## src/rtl/mem_arb_pkg.sv

```systemverilog
// Shared types for the instruction/data memory port arbiter.
// Holds state/owner encodings and the registered memory request bundle.
package mem_arb_pkg;

    localparam int ARB_ADDR_W = 32;
    localparam int ARB_DATA_W = 32;

    localparam logic [3:0] MASK_WORD = 4'b1111;

    typedef enum logic [1:0] {
        IDLE    = 2'b00,
        IF_WAIT = 2'b01,
        DM_WAIT = 2'b10
    } state_t;

    typedef enum logic [1:0] {
        OWN_NONE = 2'b00,
        OWN_IF   = 2'b01,
        OWN_DM   = 2'b10
    } owner_t;

    typedef struct packed {
        logic                  we_re;
        logic [3:0]            mask;
        logic [ARB_ADDR_W-1:0] addr;
        logic [ARB_DATA_W-1:0] wdata;
    } mem_req_t;

endpackage

```

## src/rtl/mem_arb_timer.sv

```systemverilog
// Wait-cycle counter that flags an unanswered memory request.
// Used by mem_port_arbiter only when MEM_ARB_TIMEOUT_EN is defined.
module mem_arb_timer #(
    parameter int TIMEOUT_CYC = 256
) (
    input  logic clk,
    input  logic rst,
    input  logic start,
    input  logic busy,
    output logic expired
);

    localparam int CW = (TIMEOUT_CYC > 2) ? $clog2(TIMEOUT_CYC) : 1;
    localparam logic [CW-1:0] LIMIT = CW'(TIMEOUT_CYC - 1);

    logic [CW-1:0] cnt;

    always_ff @(posedge clk) begin
        if (!rst) begin
            cnt <= '0;
        end else if (start) begin
            cnt <= '0;
        end else if (busy && cnt != LIMIT) begin
            cnt <= cnt + 1'b1;
        end
    end

    assign expired = busy & (cnt == LIMIT);

endmodule

```

## src/rtl/mem_port_arbiter.sv

```systemverilog
// Shares one memory port between instruction fetch and data memory.
// Define MEM_ARB_TIMEOUT_EN to abort requests the memory never answers.
module mem_port_arbiter
    import mem_arb_pkg::*;
#(
    parameter int ADDR_W      = ARB_ADDR_W,
    parameter int DATA_W      = ARB_DATA_W,
    parameter int STARVE_MAX  = 4,
    parameter int TIMEOUT_CYC = 256
) (
    input  logic              clk,
    input  logic              rst,
    input  logic              if_req,
    input  logic [ADDR_W-1:0] if_addr,
    output logic              if_valid,
    output logic [DATA_W-1:0] if_rdata,
    input  logic              dm_req,
    input  logic              dm_we_re,
    input  logic [3:0]        dm_mask,
    input  logic [ADDR_W-1:0] dm_addr,
    input  logic [DATA_W-1:0] dm_wdata,
    output logic              dm_valid,
    output logic [DATA_W-1:0] dm_rdata,
    output logic              mem_req,
    output logic              mem_we_re,
    output logic [3:0]        mem_mask,
    output logic [ADDR_W-1:0] mem_addr,
    output logic [DATA_W-1:0] mem_wdata,
    input  logic              mem_valid,
    input  logic [DATA_W-1:0] mem_rdata,
    output logic [1:0]        owner
`ifdef MEM_ARB_TIMEOUT_EN
    ,
    output logic              timeout_err
`endif
);

    localparam int SW = $clog2(STARVE_MAX + 1);
    localparam logic [SW-1:0] STARVE_LIM = SW'(STARVE_MAX);

    state_t        state, state_nx;
    owner_t        own_q, own_nx;
    mem_req_t      req_q, req_nx;
    logic          on_q, on_nx;
    logic [SW-1:0] starve_q, starve_nx;
    logic          grant;
    logic          tmo;

`ifdef MEM_ARB_TIMEOUT_EN
    logic expired;

    mem_arb_timer #(
        .TIMEOUT_CYC(TIMEOUT_CYC)
    ) u_timer (
        .clk    (clk),
        .rst    (rst),
        .start  (grant),
        .busy   (state != IDLE),
        .expired(expired)
    );

    // A completion in the limit cycle wins over the abort.
    assign tmo         = expired & ~mem_valid;
    assign timeout_err = tmo;
`else
    assign tmo = 1'b0;
`endif

    always_ff @(posedge clk) begin
        if (!rst) begin
            state    <= IDLE;
            own_q    <= OWN_NONE;
            req_q    <= '0;
            on_q     <= 1'b0;
            starve_q <= '0;
        end else begin
            state    <= state_nx;
            own_q    <= own_nx;
            req_q    <= req_nx;
            on_q     <= on_nx;
            starve_q <= starve_nx;
        end
    end

    always_comb begin
        state_nx  = state;
        own_nx    = own_q;
        req_nx    = req_q;
        on_nx     = on_q;
        starve_nx = starve_q;
        grant     = 1'b0;
        unique case (state)
            IDLE: begin
                // Fetch is forced through once data has won too often.
                if (dm_req && !(if_req && starve_q == STARVE_LIM)) begin
                    grant    = 1'b1;
                    state_nx = DM_WAIT;
                    own_nx   = OWN_DM;
                    on_nx    = 1'b1;
                    req_nx   = '{dm_we_re, dm_mask, dm_addr, dm_wdata};
                    if (!if_req) begin
                        starve_nx = '0;
                    end else if (starve_q != STARVE_LIM) begin
                        starve_nx = starve_q + 1'b1;
                    end
                end else if (if_req) begin
                    grant     = 1'b1;
                    state_nx  = IF_WAIT;
                    own_nx    = OWN_IF;
                    on_nx     = 1'b1;
                    req_nx    = '{1'b0, MASK_WORD, if_addr, req_q.wdata};
                    starve_nx = '0;
                end else begin
                    starve_nx = '0;
                end
            end
            IF_WAIT, DM_WAIT: begin
                if (mem_valid || tmo) begin
                    state_nx = IDLE;
                    own_nx   = OWN_NONE;
                    on_nx    = 1'b0;
                end
            end
            default: begin
                state_nx = IDLE;
                own_nx   = OWN_NONE;
                on_nx    = 1'b0;
            end
        endcase
    end

    assign if_valid = (state == IF_WAIT) & (mem_valid | tmo);
    assign dm_valid = (state == DM_WAIT) & (mem_valid | tmo);
    assign if_rdata = (state == IF_WAIT && mem_valid) ? mem_rdata : '0;
    assign dm_rdata = (state == DM_WAIT && mem_valid) ? mem_rdata : '0;

    assign mem_req   = on_q;
    assign mem_we_re = req_q.we_re;
    assign mem_mask  = req_q.mask;
    assign mem_addr  = req_q.addr;
    assign mem_wdata = req_q.wdata;
    assign owner     = own_q;

endmodule

```

## config.mk

```make
export PLATFORM = sky130hd
export DESIGN_NAME = mem_port_arbiter
export DESIGN_NICKNAME = d
export VERILOG_FILES = /design/src/rtl/mem_arb_pkg.sv /design/src/rtl/mem_arb_timer.sv /design/src/rtl/mem_port_arbiter.sv
export SDC_FILE = /design/constraint.sdc
export NUM_CORES = 1
export LEC_CHECK = 0
export ABC_AREA = 1
export CORE_AREA = 2 2 108 110
export DETAILED_ROUTE_END_ITERATION = 10
export DIE_AREA = 0 0 110 112
export PLACE_DENSITY = 0.81
export SLEW_MARGIN = 20
export SYNTH_ARGS = -nofsm -noshare
export SYNTH_HDL_FRONTEND = slang
export SYNTH_SLANG_ARGS = --single-unit
```

## constraint.sdc

```tcl
create_clock -name clk -period 3.1 [get_ports clk]
set_input_delay 0.31 -clock clk [delete_from_list [all_inputs] [get_ports clk]]
set_output_delay 0.31 -clock clk [all_outputs]
set_load 0.02 [all_outputs]
```

# [Word level (Yosys, flattened, before mapping)]
# Cells that the tools add are included.
# Widths: inputs -> output; s select.
[totals] input_bits=138 register_bits=75 output_inout_bits=138 wordCells=44
[classes] muxes=15 eq_ne=7 reduce_logical=12 bitwise=2 add_sub_neg=1
[ops] cell="$mux 69" count=2
[ops] cell="$mux 32" count=2
[ops] cell="$mux 3" count=3
[ops] cell="$reduce_and 2->1" count=4
[ops] cell="$mux 2" count=3
[ops] cell="$ne 3x3->1 const B" count=2
[ops] cell="$logic_and 1x1->1" count=4
[ops] cell="$pmux 2 s2" count=1
[ops] cell="$add 3x1->3 const B" count=1
[ops] cell="$eq 3x3->1 const B" count=1
[ops] cell="$mux 1" count=3
[ops] cell="$ne 3x2->1 const B" count=1
[ops] cell="$and 1x1->1" count=2
[ops] cell="$eq 2x1->1 const B" count=1
[ops] cell="$eq 2x2->1 const B" count=1
[ops] cell="$logic_not 2->1" count=1
[ops] cell="$ne 2x2->1 const B" count=1
[ops] cell="$pmux 1 s2" count=1
[ops] cell="$reduce_bool 2->1" count=1
[ops] cell="$reduce_or 2->1" count=1
[ops] cell="$logic_not 1->1" count=1

# [Depth between registers and ports, before layout]
# Gate-level depths: netlist of the first run.
[depth] depth_word=6 ltp_mapped=10 mapped_depth_nobuf=8

# [Least setup slack after synthesis of the first run]
# OpenSTA, ideal clock, no wires.
[synth_path] path_type="register to output" start="reg owner[0] (netlist name)" end="out dm_valid" stages_incl_launch_ff=6 path_buffers=1 slack_ns=1.469 required_time_ns=2.790 arrival_time_ns=1.321 path_cell_list="dfxtp_1 > inv_1 > ha_1 > nand2_1 > clkbuf_1 > inv_1"
[synth_rtl] element="end, declared" line_no="mem_port_arbiter.sv:22" source="output logic dm_valid,"

==> results of run 1 <==
==> path summary, 6_finish.rpt <==
check | slack [ns] | start | depth (start not counted) | to
max | 0.76 | owner[0]$_SDFFE_PN0P_ | 6 | dm_rdata[30]
min | 0.50 | starve_q[1]$_SDFFE_PN0P_ | 2 | starve_q[1]$_SDFFE_PN0P_
max reg2reg | 1.21 | owner[1]$_SDFFE_PN0P_ | 8 | mem_addr[27]$_SDFFE_PN0P_
min reg2reg | 0.50 | starve_q[1]$_SDFFE_PN0P_ | 2 | starve_q[1]$_SDFFE_PN0P_
==> flip-flops by register name, indices dropped and copies added, names as in the netlist <==
register   cells
mem_req        1
mem_we_re      1
mem_wdata     32
owner          2
mem_addr      32
mem_mask       4
starve_q       3
==> worst max-delay path, delay by kind of cell (launching register included) <==
kind          cells  cell delay [ns]
buf+inv           3             0.95
flops             1             0.38
fa+ha+maj         1             0.19
simple gates      2             0.17
==> routing by layer <==
layer / global-route usage, % / up-vias / wire length [um]
li1: - / 2446 / -
met1: 22.9 / 1967 / 5190
met2: 36.2 / 172 / 6200
met3: 8.37 / 20 / 1310
met4: 6.84 / 0 / 265
met5: 0 / - / 0
==> cell type report <==
type                       count  area share (%)
timing repair buffer         286            40.3
inverter                     109            5.79
sequential                    75            21.3
multi-input combinational    437            25.7
clock buffer                  10            3.38
clock inverter                 6            1.03
tap                          143            2.53
==> power groups by stage <==
stage	sequential (W)	clock (W)	combinational, W
6_report	0.00113	0.00109	0.00107
5_1_grt	0.00115	0.00117	0.00117
4_1_cts	0.00113	0.00112	0.00108
3_5_place_dp	0.00115	0	0.00107
3_3_place_gp	0.00115	0	0.00106
2_1_floorplan	0.00129	0	0.000404
==> per-stage QoR <==
stage | setup slack [ns] | power [W] | area (um^2) | std cells
5_1_grt | 0.648 | 0.00349 | 7060 | 1066
2_1_floorplan | 1.47 | 0.00169 | 3910 | 659
3_3_place_gp | 0.891 | 0.00221 | 6750 | 1050
6_report | 0.761 | 0.00329 | 7060 | 1066
3_5_place_dp | 0.877 | 0.00223 | 6750 | 1050
4_1_cts | 0.767 | 0.00333 | 7060 | 1066
==> layout by cell type, fill, tap and decap left out <==
cell,synthesis,layout
clkinv_4,0,2
inv_2,2,2
nor2_4,1,1
clkdlybuf4s50_1,0,275
nor3_1,4,4
bufinv_16,0,1
inv_1,107,107
nor2_1,204,204
clkbuf_8,0,1
o21ai_0,7,7
buf_12,0,1
ha_1,5,5
a21oi_1,6,6
nand2_1,141,141
nand3_1,64,64
nand4_1,2,2
xnor2_1,1,1
inv_8,0,1
clkbuf_16,0,9
dfxtp_1,75,75
clkinv_2,0,1
nand3_2,2,2
buf_4,1,10
inv_6,0,1
==> cell families (layout without fill, tap and decap cells) <==
| logic type | count (synthesis) | count (layout) |
|---|---|---|
| simple gates | 418 | 418 |
| buf+inv | 147 | 411 |
| flops | 75 | 75 |
| compound gates | 13 | 13 |
| fa+ha+maj | 5 | 5 |
| xor+xnor | 1 | 1 |
==> metrics.txt, run 1 <==
dpl hpwl=9660 um; complex-gate fraction of the synthesized area=1.67%; ANT nets after route=0; Ports=276; Leak=3.43 nW; Worst-path clk slew=0.06 ns; Critical Path, Cell by Cell=inv_1, ha_1, nand2_1, buf_4, nor2_1, clkdlybuf4s50_1; most common cell in the netlist=nor2_1; Yosys Warn Count=0; Post-Synthesis Mean Instance Area=5.93 um^2; Switching Fraction=31.6%; main combinational cell family by area after synthesis=simple AND/OR/NAND/NOR gates; CTS HTree Levels=3; CP max stage delay=0.56 ns; Post-Syn Instances=659; layout cells sized above 1=3.47%; Setup Fix Bufs, Post-CTS=0; GRT Residual Overflow=0; Slowest-stage cell, CP=clkdlybuf4s50_1; nets=1061; Seq pwr share=34.4%; Die Height=between 100 and 150 um; register area share after synthesis=roughly two fifths; worst min path class=reg2reg; top cells by area, synth=dfxtp_1 (38%), nor2_1 (20%), nand2_1 (14%); Initial DRC Count=between 200 and 250; Synth Cell Area=0.00391 mm^2; first-pass GRT wire length=between 20000 and 25000 um; core area=0.0112 mm^2; WP data required=2.79 ns; leading area contributor after synthesis=dfxtp_1; Pwr Density=~470 mW/mm^2; Slew headroom=55.3%; Die Footprint=0.0123 mm^2; Post-CTS Hold Buffers=0; total CTS buffers=9; P&R area growth vs syn=80.8%; fmax=0.427 GHz; initial antenna violation count=0; worst-path fanout max=33; Max IR drop VDD=0.000258 V; final slew viol count=0; simple-gate area share of the yosys netlist=43.0%; Pint=approximately 0.0023 W; FFs w/ async S/R, synth=0%; flops & latches, synth=75; post-synthesis mux area share=0%; vias in the first global route=4256; CTS tree=yes; Final Hold Viols=0; initial core utilization=a little over a third; Max-Cap Viols=0; Die Wd=~110 um; Synth Area in XOR/XNOR=0.224%; Synth cell types=20; Setup CP Type=reg2out; Worst-Margin Slew=0.669 ns; adder-cell share of the synthesized area=under 10%; pin count of the biggest net entering global routing=65; Final Util=63.2%; EDFF count, synth=0; ANT cells=0; multi-input logic area=0.00182 mm^2; Resize count post-CTS=0; Tcrit/Tclk final=75.5%; Fillers=1020; CTS max path bufs=2; clock share of power=33.2%; sw power=0.00104 W; Main synth FF type=dfxtp_1; status=completed; clk sink count=75; average wire per standard cell=12.2 um; IO buf count=roughly 280; Skew-Pair Late Insertion Delay=about 0.34 ns; Min Hold Slack=0.497 ns; Final TNS setup=0 ns; Post-synth top cells=nor2_1 (204), nand2_1 (141), inv_1 (107); final wirelength=13000 um; CP arrival=2.03 ns; via count=4605; Critical Path Sink Type=output port; GP Congestion=0.802; Register Area=0.00150 mm^2; Syn Nets=802; endpoints failing setup=0; RSZ-0062 raised after global routing=false; Combinational Power Share=32.4%; Tmin final=2.34 ns; vias per std cell=4.32; Total GRT Usage=20.9%; DR pass1 iterations=6; std cell rows=39; DRC=0; clock tree root driver cell=clkbuf_16; Final Skew=0.00888 ns; startpoint types=flop; Synth top area share=38.4%
No activity file was read; power rests on OpenSTA's default activity.
==> run 2: changes to the inputs <==
- CORE_AREA: 2 2 108 110 -> default
- CORE_ASPECT_RATIO: default -> 1.1
- CORE_UTILIZATION: default -> 32
- DIE_AREA: 0 0 110 112 -> default
- PLACE_DENSITY: 0.81 -> 0.78
- clock period: 3.1 -> 1.9 ns (I/O delays scaled with it)
==> metrics.txt, run 2 (same netlist as run 1, synthesis figures left out) <==
status=completed; endpoints failing setup=0 (unchanged); first-pass GRT wire length=20400 um (+1.2%); vias per std cell=4.30 (-0.52%); Die Footprint=0.0127 mm^2 (+2.7%); total CTS buffers=9 (unchanged); nets=1067 (+0.57%); hold path startpoint=dm_we_re; vias in the first global route=4147 (-2.6%); Post-CTS Hold Buffers=0 (unchanged); total power=0.00521 W (+58%); Final Skew=0.0106 ns (+0.00176 ns); CP max stage delay=0.35 ns (-0.21 ns); Total GRT Usage=20.0% (-0.88 points); Pwr Density=734 mW/mm^2 (+57%); Final Hold Viols=0 (unchanged); Die Wd=107 um (-2.4%); GRT Residual Overflow=0 (unchanged); worst hold stages=3 (+1); Ports=276 (unchanged); Min Hold Slack=0.420 ns (-0.0771 ns); Fillers=1135 (+11%); core area=0.0117 mm^2 (+4.7%); DR pass1 iterations=4 (-2); worst min path class=in2reg; commonest non-fill, non-tap cell in the layout=clkdlybuf4s50_1; CTS tree=yes; Skew-Pair Late Insertion Delay=0.33 ns (about the same); Final Util=60.7% (-2.5 points); RSZ-0062 raised after global routing=true; average wire per standard cell=12.0 um (-1.1%); fmax=0.547 GHz; ANT cells=0 (unchanged); Worst-Margin Slew=0.353 ns (-0.316 ns); CTS HTree Levels=3 (unchanged); P&R area growth vs syn=81.7%; Slew headroom=76.4% (+21 points); worst-path fanout max=16 (-52%); reg2reg setup slack=0.24 ns (-0.97 ns); Slowest-stage cell, CP=dlygate4sd2_1; std cell rows=41 (+5.1%); ANT nets after route=0 (unchanged); Critical Path, Cell by Cell=inv_1, ha_1, nand2_2, clkbuf_16, nor2_1, dlygate4sd2_1; initial antenna violation count=0 (unchanged); Worst Hold End=mem_we_re$_SDFFE_PN0P_; final wirelength=13000 um (+0.15%); clk sink count=75 (unchanged); Tcrit/Tclk final=96.1%; IO buf count=275 (unchanged); CTS max path bufs=2 (unchanged); Initial DRC Count=207 (-5.5%); GP Congestion=0.785 (-2.2%); via count=4637 (+0.69%); pin count of the biggest net entering global routing=65 (unchanged); Die Height=118 um (+5.3%); CP arrival=1.64 ns (-0.39 ns); Leak=3.62 nW (+5.4%); Critical Path Sink Type=output port; clock tree root driver cell=clkbuf_16; Tmin final=1.83 ns; Max-Cap Viols=0 (unchanged); layout cells sized above 1=5.60% (+2.1 points); Setup Fix Bufs, Post-CTS=0 (unchanged); Max IR drop VDD=0.000364 V (+41%); Worst-path clk slew=0.06 ns (about the same); RR Startpoint=owner[0]$_SDFFE_PN0P_; worst r2r path cells=8 (unchanged); dpl hpwl=9710 um (+0.49%); final slew viol count=0 (unchanged); RR Endpoint=mem_addr[9]$_SDFFE_PN0P_; Setup CP Type=reg2out; startpoint types=flop; WP data required=1.71 ns (-1.08 ns); most frequent cells in the layout=clkdlybuf4s50_1 (209), nor2_1 (204), nand2_1 (140), inv_1 (107), dfxtp_1 (73); DRC=0 (unchanged); initial core utilization=33.4% (-1.6 points)
[run 2: per-stage QoR]
| step | cells | worst slack [ns] | area [um^2] | TNS [ns] |
|---|---|---|---|---|
| 2_1_floorplan | 659 | 0.387 | 3910 | 0 |
| 3_3_place_gp | 1062 | -0.0177 | 6860 | -0.0221 |
| 3_5_place_dp | 1062 | -0.0418 | 6860 | -0.0902 |
| 4_1_cts | 1078 | 0.00593 | 7070 | 0 |
| 5_1_grt | 1079 | -0.0158 | 7100 | -0.0535 |
| 6_report | 1079 | 0.0734 | 7100 | 0 |
[run 2: timing repair]
| action | in CTS | in global routing |
|---|---|---|
| cloned | 0 | 1 |
| setup endpoints to repair | 66 | 66 |
| resized for setup | 66 | 63 |
[run 2: worst max-delay path, delay by kind of cell, from the launching register on]
kind,cells,cell delay [ns]
simple gates,2,0.18
fa+ha+maj,1,0.18
flops,1,0.33
buf+inv,3,0.62
[run 2: worst max path at each step]
stage | startpoint | end | slack, ns
2_1_floorplan | owner[0]$_SDFFE_PN0P_ | mem_addr[26]$_SDFFE_PN0P_ | 0.39
3_3_place_gp | mem_valid | dm_rdata[23] | -0.02
3_5_place_dp | mem_valid | dm_rdata[0] | -0.04
4_1_cts | owner[0]$_SDFFE_PN0P_ | dm_rdata[0] | 0.006
5_1_grt | owner[1]$_SDFFE_PN0P_ | if_rdata[10] | -0.02
6_report | owner[0]$_SDFFE_PN0P_ | dm_rdata[12] | 0.07
[run 2: report_power, final]
part | switching, W | total [W] | internal [W]
combinational | 0.000893 | 0.00175 | 0.000852
sequential | 0.0000890 | 0.00185 | 0.00176
clock | 0.000689 | 0.00162 | 0.000931
total | 0.00167 | 0.00521 | 0.00354
[run 2: cell type report]
type                            instances  area, um^2  share of cell area, %
Timing Repair Buffer                  292        2900                   40.8
Multi-Input combinational cell        437        1820                   25.6
Sequential cell                        75        1500                   21.2
Inverter                              109         409                   5.76
Clock buffer                           10         239                   3.37
Tap cell                              150         188                   2.64
Clock inverter                          6        47.5                  0.669
[run 2: routing by layer]
layer  global-route usage [%]  share of wire, %  routed length [um]  vias to the layer above
met5                        0                 0                   0                        -
met4                     5.57               1.4                 188                        0
met3                     6.37               8.8                1140                       13
met2                     34.6                47                6160                      175
met1                     23.5                42                5510                     1981
li1                         -                 -                   -                     2468
